===== config.mk =====
export PLATFORM = sky130hd
export DESIGN_NAME = logdrop_window_seq_flat
export DESIGN_NICKNAME = d
export VERILOG_FILES = /design/src/rtl/logdrop_window_seq_if.sv /design/src/rtl/logdrop_window_seq.sv /design/src/flat_wrapper.sv
export SDC_FILE = /design/constraint.sdc
export NUM_CORES = 1
export LEC_CHECK = 0
export BUFFER_PORTS_ARGS = -buffer_cell sky130_fd_sc_hd__buf_2
export CORE_AREA = 5 5 83 85
export CTS_CLUSTER_DIAMETER = 200
export CTS_CLUSTER_SIZE = 30
export DETAILED_ROUTE_END_ITERATION = 10
export DIE_AREA = 0 0 88 90
export GPL_TIMING_DRIVEN = 0
export SYNTH_ARGS = -nofsm -noshare
export SYNTH_HDL_FRONTEND = slang
export SYNTH_HIERARCHICAL = 1
export SYNTH_SLANG_ARGS = --single-unit
export TNS_END_PERCENT = 20

===== constraint.sdc =====
create_clock -name i_clk -period 5.21 [get_ports i_clk]
set_input_delay 1.3025 -clock i_clk [delete_from_list [all_inputs] [get_ports i_clk]]
set_output_delay 1.3025 -clock i_clk [all_outputs]
set_load 0.02 [all_outputs]

===== src/rtl/logdrop_window_seq_if.sv =====
// Sample-in / windowed-sample-out handshake bundle for logdrop_window_seq.
interface logdrop_window_seq_if #(
  parameter int DATA_W = 8,
  parameter int WINLEN = 64,
  parameter int CNT_W  = 16,
  localparam int T_W   = $clog2(WINLEN)
);
  logic              i_start;
  logic              i_continuous;
  logic              i_abort;
  logic [DATA_W-1:0] i_x;
  logic              i_xValid;
  logic              o_xReady;
  logic [DATA_W-1:0] o_y;
  logic [T_W-1:0]    o_t;
  logic              o_yLast;
  logic              o_yValid;
  logic              i_yReady;
  logic              o_busy;
  logic [CNT_W-1:0]  o_windowCount;

  modport master (
    output i_start, i_continuous, i_abort, i_x, i_xValid, i_yReady,
    input  o_xReady, o_y, o_t, o_yLast, o_yValid, o_busy, o_windowCount
  );

  modport slave (
    input  i_start, i_continuous, i_abort, i_x, i_xValid, i_yReady,
    output o_xReady, o_y, o_t, o_yLast, o_yValid, o_busy, o_windowCount
  );
endinterface


===== src/rtl/logdrop_window_seq.sv =====
// Window sequencer: steps an internal index through logdropWindow and registers
// each windowed sample onto a valid/ready output with an end-of-window marker.

// Log-drop window: gain is 2^-(T_W-1) at the edges and doubles each time the
// distance to the nearest edge (plus one) crosses a power of two.
module logdropWindow #(
  parameter int DATA_W         = 8,
  parameter int WINLEN         = 64,
  parameter int ABSTRACT_MODEL = 0,
  localparam int T_W           = $clog2(WINLEN)
) (
  input  logic [T_W-1:0]    i_t,
  input  logic [DATA_W-1:0] i_x,
  output logic [DATA_W-1:0] o_y
);
  logic [T_W-1:0] fold;
  logic [T_W-1:0] fold_p1;
  logic [T_W-1:0] msb;
  logic [T_W-1:0] shift;

  // Upper half mirrors onto the lower half so the window is symmetric.
  assign fold    = i_t[T_W-1] ? (T_W'(WINLEN - 1) - i_t) : i_t;
  assign fold_p1 = fold + T_W'(1);

  if (ABSTRACT_MODEL == 0) begin : g_penc
    always_comb begin
      msb = '0;
      for (int unsigned i = 0; i < T_W; i++) begin
        if (fold_p1[i]) msb = T_W'(i);
      end
    end
  end else begin : g_cmp
    always_comb begin
      msb = '0;
      for (int unsigned i = 1; i < T_W; i++) begin
        if (fold_p1 >= (T_W'(1) << i)) msb = T_W'(i);
      end
    end
  end

  assign shift = T_W'(T_W - 1) - msb;
  assign o_y   = i_x >> shift;
endmodule

module logdrop_window_seq #(
  parameter int DATA_W = 8,
  parameter int WINLEN = 64,
  parameter int CNT_W  = 16,
  localparam int T_W   = $clog2(WINLEN)
) (
  input logic i_clk,
  input logic i_rst,
  logdrop_window_seq_if.slave bus
);
  typedef enum logic {IDLE, RUN} state_t;

  state_t            state;
  logic [T_W-1:0]    t;
  logic [DATA_W-1:0] win_y;
  logic [DATA_W-1:0] y_q;
  logic [T_W-1:0]    t_q;
  logic              last_q;
  logic              valid_q;
  logic [CNT_W-1:0]  count_q;
  logic              accept;
  logic              take;
  logic              last_idx;

  logdropWindow #(
    .DATA_W(DATA_W),
    .WINLEN(WINLEN),
    .ABSTRACT_MODEL(0)
  ) u_window (
    .i_t(t),
    .i_x(bus.i_x),
    .o_y(win_y)
  );

  // Ready depends combinationally on downstream ready so a take and an
  // accept can share a cycle without a skid buffer.
  assign bus.o_xReady = (state == RUN) && !bus.i_abort && (!valid_q || bus.i_yReady);
  assign accept       = bus.i_xValid && bus.o_xReady;
  assign take         = valid_q && bus.i_yReady;
  assign last_idx     = (t == T_W'(WINLEN - 1));

  always_ff @(posedge i_clk) begin
    if (i_rst) begin
      state   <= IDLE;
      t       <= '0;
      y_q     <= '0;
      t_q     <= '0;
      last_q  <= 1'b0;
      valid_q <= 1'b0;
      count_q <= '0;
    end else begin
      if (take) valid_q <= 1'b0;
      if (accept) begin
        y_q     <= win_y;
        t_q     <= t;
        last_q  <= last_idx;
        valid_q <= 1'b1;
      end

      unique case (state)
        IDLE: begin
          if (bus.i_start && !bus.i_abort) begin
            state <= RUN;
            t     <= '0;
          end
        end
        RUN: begin
          if (bus.i_abort) begin
            state <= IDLE;
            t     <= '0;
          end else if (accept) begin
            if (last_idx) begin
              t <= '0;
              if (count_q != '1) count_q <= count_q + CNT_W'(1);
              if (!bus.i_continuous) state <= IDLE;
            end else begin
              t <= t + T_W'(1);
            end
          end
        end
        default: state <= IDLE;
      endcase
    end
  end

  assign bus.o_y           = y_q;
  assign bus.o_t           = t_q;
  assign bus.o_yLast       = last_q;
  assign bus.o_yValid      = valid_q;
  assign bus.o_busy        = (state == RUN) || valid_q;
  assign bus.o_windowCount = count_q;
endmodule


===== src/flat_wrapper.sv =====
// flat-port wrapper written by rule: the top's interface ports become plain ports
module logdrop_window_seq_flat 
#(
  parameter int DATA_W = 8,
  parameter int WINLEN = 64,
  parameter int CNT_W  = 16,
  localparam int T_W   = $clog2(WINLEN)
)
  (i_clk, i_rst, bus_i_start, bus_i_continuous, bus_i_abort, bus_i_x, bus_i_xValid, bus_i_yReady, bus_o_xReady, bus_o_y, bus_o_t, bus_o_yLast, bus_o_yValid, bus_o_busy, bus_o_windowCount);
  logdrop_window_seq_if #(.DATA_W(DATA_W), .WINLEN(WINLEN), .CNT_W(CNT_W)) bus_i ();
  input logic i_clk;
  input logic i_rst;
  input wire logic [$bits(bus_i.i_start)-1:0] bus_i_start;
  input wire logic [$bits(bus_i.i_continuous)-1:0] bus_i_continuous;
  input wire logic [$bits(bus_i.i_abort)-1:0] bus_i_abort;
  input wire logic [$bits(bus_i.i_x)-1:0] bus_i_x;
  input wire logic [$bits(bus_i.i_xValid)-1:0] bus_i_xValid;
  input wire logic [$bits(bus_i.i_yReady)-1:0] bus_i_yReady;
  output wire logic [$bits(bus_i.o_xReady)-1:0] bus_o_xReady;
  output wire logic [$bits(bus_i.o_y)-1:0] bus_o_y;
  output wire logic [$bits(bus_i.o_t)-1:0] bus_o_t;
  output wire logic [$bits(bus_i.o_yLast)-1:0] bus_o_yLast;
  output wire logic [$bits(bus_i.o_yValid)-1:0] bus_o_yValid;
  output wire logic [$bits(bus_i.o_busy)-1:0] bus_o_busy;
  output wire logic [$bits(bus_i.o_windowCount)-1:0] bus_o_windowCount;
  assign bus_i.i_start = bus_i_start;
  assign bus_i.i_continuous = bus_i_continuous;
  assign bus_i.i_abort = bus_i_abort;
  assign bus_i.i_x = bus_i_x;
  assign bus_i.i_xValid = bus_i_xValid;
  assign bus_i.i_yReady = bus_i_yReady;
  assign bus_o_xReady = bus_i.o_xReady;
  assign bus_o_y = bus_i.o_y;
  assign bus_o_t = bus_i.o_t;
  assign bus_o_yLast = bus_i.o_yLast;
  assign bus_o_yValid = bus_i.o_yValid;
  assign bus_o_busy = bus_i.o_busy;
  assign bus_o_windowCount = bus_i.o_windowCount;
  logdrop_window_seq #(.DATA_W(DATA_W), .WINLEN(WINLEN), .CNT_W(CNT_W)) u_core (.i_clk(i_clk), .i_rst(i_rst), .bus(bus_i));
endmodule

# --- Word-level counts from Yosys, hierarchy flattened ---
# Cells that the tools add are included.
totals:
  regBits: 39
  in_bits: 15
  out_inout_bits: 34
op_classes:
  addsub: 5
  n_eq_ne: 4
  n_shift: 1
  n_mux: 19
  bitwise: 2
  reduce_logical: 12
ops:
  columns: ["cell", "n"]
  rows:
  - ["6-bit two-way mux", 9]
  - ["16-bit by 1-bit adder with 16-bit output (second input constant)", 1]
  - ["16-bit != test (second input constant)", 1]
  - ["6-bit by 1-bit adder with 6-bit output (second input constant)", 2]
  - ["6-bit case mux with 2 select lines", 1]
  - ["1-bit two-way mux", 8]
  - ["8-bit by 6-bit right shift with 8-bit output", 1]
  - ["6-bit == test (second input constant)", 1]
  - ["3-bit by 6-bit subtractor with 6-bit output (first input constant)", 1]
  - ["6-bit subtractor (first input constant)", 1]
  - ["1-bit logical AND", 5]
  - ["5-bit AND reduction", 1]
  - ["3-bit != test (second input constant)", 1]
  - ["1-bit logical NOT", 2]
  - ["1-bit logical OR", 2]
  - ["2-bit by 1-bit != test with 1-bit output (second input constant)", 1]
  - ["1-bit inverter", 2]
  - ["1-bit case mux with 2 select lines", 1]
  - ["2-bit AND reduction", 1]
  - ["2-bit nonzero test", 1]

# --- Depth between registers and ports, before layout ---
logic_depth:
  word_depth: 10
  depth_mapped: 11

# --- By module ---
# The synthesis kept the hierarchy.
modules_own_cells:
  columns: ["mod", "n_inst", "cells_each", "area_per_inst_um2"]
  rows:
  - ["logdrop_window_seq", 1, 207, 1731.7]
  - ["logdropWindow", 1, 80, 629.4]

# --- Worst setup path before layout ---
# Ideal clock, no wire load.
synth_timing:
  path_type: "input to output"
  start: "input port bus_i_abort"
  end: "output port bus_o_xReady"
  arrival_time_ns: 1.843
  required_ns: 3.908
  setup_slack_ns: 2.064
  path_stages: 3
  cell_sequence: "and2b_1 buf_4 and2_1"
synth_between:
  elab_chain_len: 3
synth_lines:
  columns: ["item", "line_no", "text"]
  rows:
  - ["start: declaration", "flat_wrapper.sv:15", "input wire logic [$bits(bus_i.i_abort)-1:0] bus_i_abort;"]
  - ["1-bit logical NOT", "logdrop_window_seq.sv:81", "assign bus.o_xReady = (state == RUN) && !bus.i_abort && (!valid_q || bus.i_yReady);"]
  - ["1-bit logical AND (2 in a row)", "logdrop_window_seq.sv:81", null]
  - ["end: declaration", "flat_wrapper.sv:19", "output wire logic [$bits(bus_i.o_xReady)-1:0] bus_o_xReady;"]
# No other way between the ends.

# --- Worst setup path in the final report ---
# Ends and elaborated chain as after synthesis.

==> flow_summary.json <==
{
  "p_leak_uw": 0.001107,
  "ir_worst_vdd_uv": 187.8,
  "synth-simple-area-share_pct": 32.59,
  "grt-ovfl-total": 0,
  "track_usage_pct": 15.73,
  "setup_viol": 0,
  "syn_avg_cell_area_um2": 8.227,
  "r2r-start": "u_core/t[5]",
  "grt_pass1_wl_mm": 10.13,
  "worstSkewPairLatency_ns": 0.30,
  "hold_violations": 0,
  "antenna_found_initial": 0,
  "period_share_pct": 64.35,
  "gp_congestion": 0.8217,
  "htree_levels": 2,
  "clock.fmax_mhz": 298.3,
  "rows": 29,
  "finalPower_uw": 636.1,
  "synth_area_um2": 2361,
  "ys_warn_count": 6,
  "skew_ns": 0.01088,
  "ant_nets": 0,
  "endpoint": "bus_o_xReady",
  "async_flop_share_pct": 0,
  "syn_inst": 287,
  "top_usage_layer": "met2",
  "slew_headroom_pct": 60.67,
  "synthXorXnorAreaFrac_pct": 6.147,
  "post-cts-setup-buffers": 0,
  "drive_gt1_share_pct": 23.39,
  "worstSetupStartpoint": "bus_i_abort",
  "pin_count": 49,
  "wl_per_cell_um": 14.40,
  "fin_crit_ns": 3.353,
  "drcViolationCount": 0,
  "drv_slew": 0,
  "tightest_slew_ns": 0.5899,
  "crit_top_cell": "buf_2",
  "dr.first_iter.drc_count": 95,
  "cts_tree": "built",
  "clock-sinks": 39,
  "num_antenna_cells": 0,
  "final_net_count": 359,
  "numCtsBuffers": 5,
  "synthMuxAreaShare_pct": 2.544,
  "port_buffers": 47,
  "tns_ns": 0,
  "status": "completed",
  "final_common_cell": "buf_2",
  "first_pass_iters": 4,
  "slowest_delay_ns": 0.18,
  "dp.final_hpwl_mm": 4.468,
  "cts_root_buf": "clkbuf_8",
  "use_met2_pct": 25.88,
  "chipHeight_um": 90,
  "synthToLayoutAreaGrowth_pct": 19.82,
  "vias": 2259,
  "ys_ff_latch": 39,
  "mostFrequentLayoutCells": "buf_2 (49), nand2_1 (43), dfxtp_1 (39)",
  "grt_max_degree": 14,
  "cts_max_path_buffers": 2,
  "wl_mm": 6.034,
  "r2r_end": "u_core/bus.o_y[1]",
  "reg2reg_depth": 11,
  "met3_usage_pct": 3.199,
  "grt_pass1_vias": 2155,
  "cap_violations": 0,
  "grt_setup_unrepaired": "false",
  "r2r_slack_ns": 2.18,
  "synth_nets": 305,
  "holdBufCountCts": 0,
  "worst-path-max-fanout": 9,
  "p_per_area_nw_per_um2": 224.9,
  "die_area_um2": 7920,
  "cp_slowest_cell": "and2b_1",
  "synth_top_family_by_area": "simple AND/OR/NAND/NOR gates",
  "start_util_pct": 38.50,
  "path_clk_slew_ns": 0.09,
  "end_kind": "output port",
  "synthAdderAreaFrac_pct": 1.590,
  "hold_path_class": "reg -> reg",
  "met1_usage_pct": 20.25,
  "path_cells": "buf_2, and2b_1, buf_4, and2_1, buf_2",
  "die_width_um": 88,
  "cp.arrival_ns": 2.05,
  "required_ns": 3.91,
  "cp-start-kind": "input pin",
  "core-area_um2": 6132,
  "synth-edff-count": 0,
  "synthFlopType": "dfxtp_1",
  "cts_resized": 0,
  "path_class": "in -> out",
  "ys_seq_area_share_pct": 33.07,
  "synth_cell_type_count": 61,
  "vias_per_cell": 5.391,
  "synth_compound_area_share_pct": 19.50
}
[critical path: cells and delay by family]
kind | cells | cell delay [ns]
buffers and inverters | 3 | 0.43
AND/OR/NAND/NOR | 2 | 0.32
[layer usage]
layer  wire length, µm  vias up
li1                  -     1150
met1              2766     1052
met2              2925       50
met3               260        7
met4                81        0
met5                 0        -
[area by class of cell]
cell class	instances	area [µm²]
fillers	611	3303
multi-input cells	227	1473
flip-flops and latches	39	780.7
repair buffers	47	235.2
well taps	77	96.34
plain buffers	14	81.33
clock buffers	5	68.82
clock inverters	3	67.56
inverters	7	26.28
[through the flow]
stage | instance area, µm² | setup WS (ns) | std cells | hold WS [ns] | utilization (%)
floorplan | 2361 | 2.064 | 287 | 0.4908 | -
global placement | 2693 | 1.844 | 411 | 0.4437 | 43.91
detailed placement | 2693 | 1.850 | 411 | 0.4451 | 43.91
CTS | 2829 | 1.845 | 419 | 0.4573 | 46.13
global route | 2829 | 1.804 | 419 | 0.4821 | 46.13
finish | 2829 | 1.857 | 419 | 0.4548 | 46.13
[synth_stat cells, types with 2 or more instances]
| library cell | instances | area, µm² |
|---|---|---|
| and2_1 | 2 | 12.51 |
| and3_1 | 6 | 37.54 |
| mux2i_1 | 6 | 60.06 |
| a211o_1 | 3 | 26.28 |
| o21ai_0 | 10 | 50.05 |
| nor4b_1 | 2 | 17.52 |
| nor2_1 | 21 | 78.83 |
| nand2_1 | 43 | 161.4 |
| nor4_1 | 10 | 62.56 |
| nor3_1 | 7 | 35.03 |
| buf_6 | 3 | 33.78 |
| inv_1 | 7 | 26.28 |
| buf_2 | 2 | 10.01 |
| nand2b_1 | 3 | 18.77 |
| xor2_1 | 2 | 17.52 |
| or3_1 | 6 | 37.54 |
| nand4_1 | 6 | 37.54 |
| a221oi_1 | 4 | 35.03 |
| a211oi_1 | 4 | 30.03 |
| xnor2_1 | 12 | 105.1 |
| clkbuf_1 | 8 | 30.03 |
| nand3_1 | 8 | 40.04 |
| a21oi_1 | 32 | 160.2 |
| dfxtp_1 | 39 | 780.8 |
| ha_1 | 3 | 37.54 |
| nand3b_1 | 3 | 22.52 |
[where the power goes]
part	internal (µW)	switching, µW	leakage [µW]
sequential	299	1.10	0.000314
combinational	11.3	20.5	0.000728
clock	191	113	0.0000644
[kinds of logic (layout without fill, tap and decap cells)]
| group | count (synthesis) | count (layout) |
|---|---|---|
| AOI/OAI and AO/OA | 68 | 68 |
| xor gates and xnor gates | 15 | 15 |
| adders and majority gates | 3 | 3 |
| buffers and inverters | 21 | 76 |
| DFF | 39 | 39 |
| muxes | 6 | 6 |
| and+or+nand+nor | 135 | 135 |
[worst min-delay path by stage]
stage	startpoint	endpoint	slack [ns]	depth (start not counted)
floorplan	u_core/t[2]	u_core/bus.o_t[2]	0.49	2
global placement	u_core/bus.o_y[5]	u_core/bus.o_y[5]	0.44	2
detailed placement	u_core/bus.o_y[4]	u_core/bus.o_y[4]	0.45	2
CTS	u_core/bus.o_y[4]	u_core/bus.o_y[4]	0.46	2
global route	u_core/bus.o_t[2]	u_core/bus.o_t[2]	0.48	2
finish	u_core/bus.o_y[4]	u_core/bus.o_y[4]	0.45	2
[sequential cells by signal, summed over array words and instances, names as in the netlist]
| signal | flops |
|---|---|
| u_core/bus.o_t | 6 |
| u_core/bus.o_windowCount | 16 |
| u_core/bus.o_y | 8 |
| u_core/bus.o_yLast | 1 |
| u_core/bus.o_yValid | 1 |
| u_core/state | 1 |
| u_core/t | 6 |
Power figures use the tool's default switching activity.
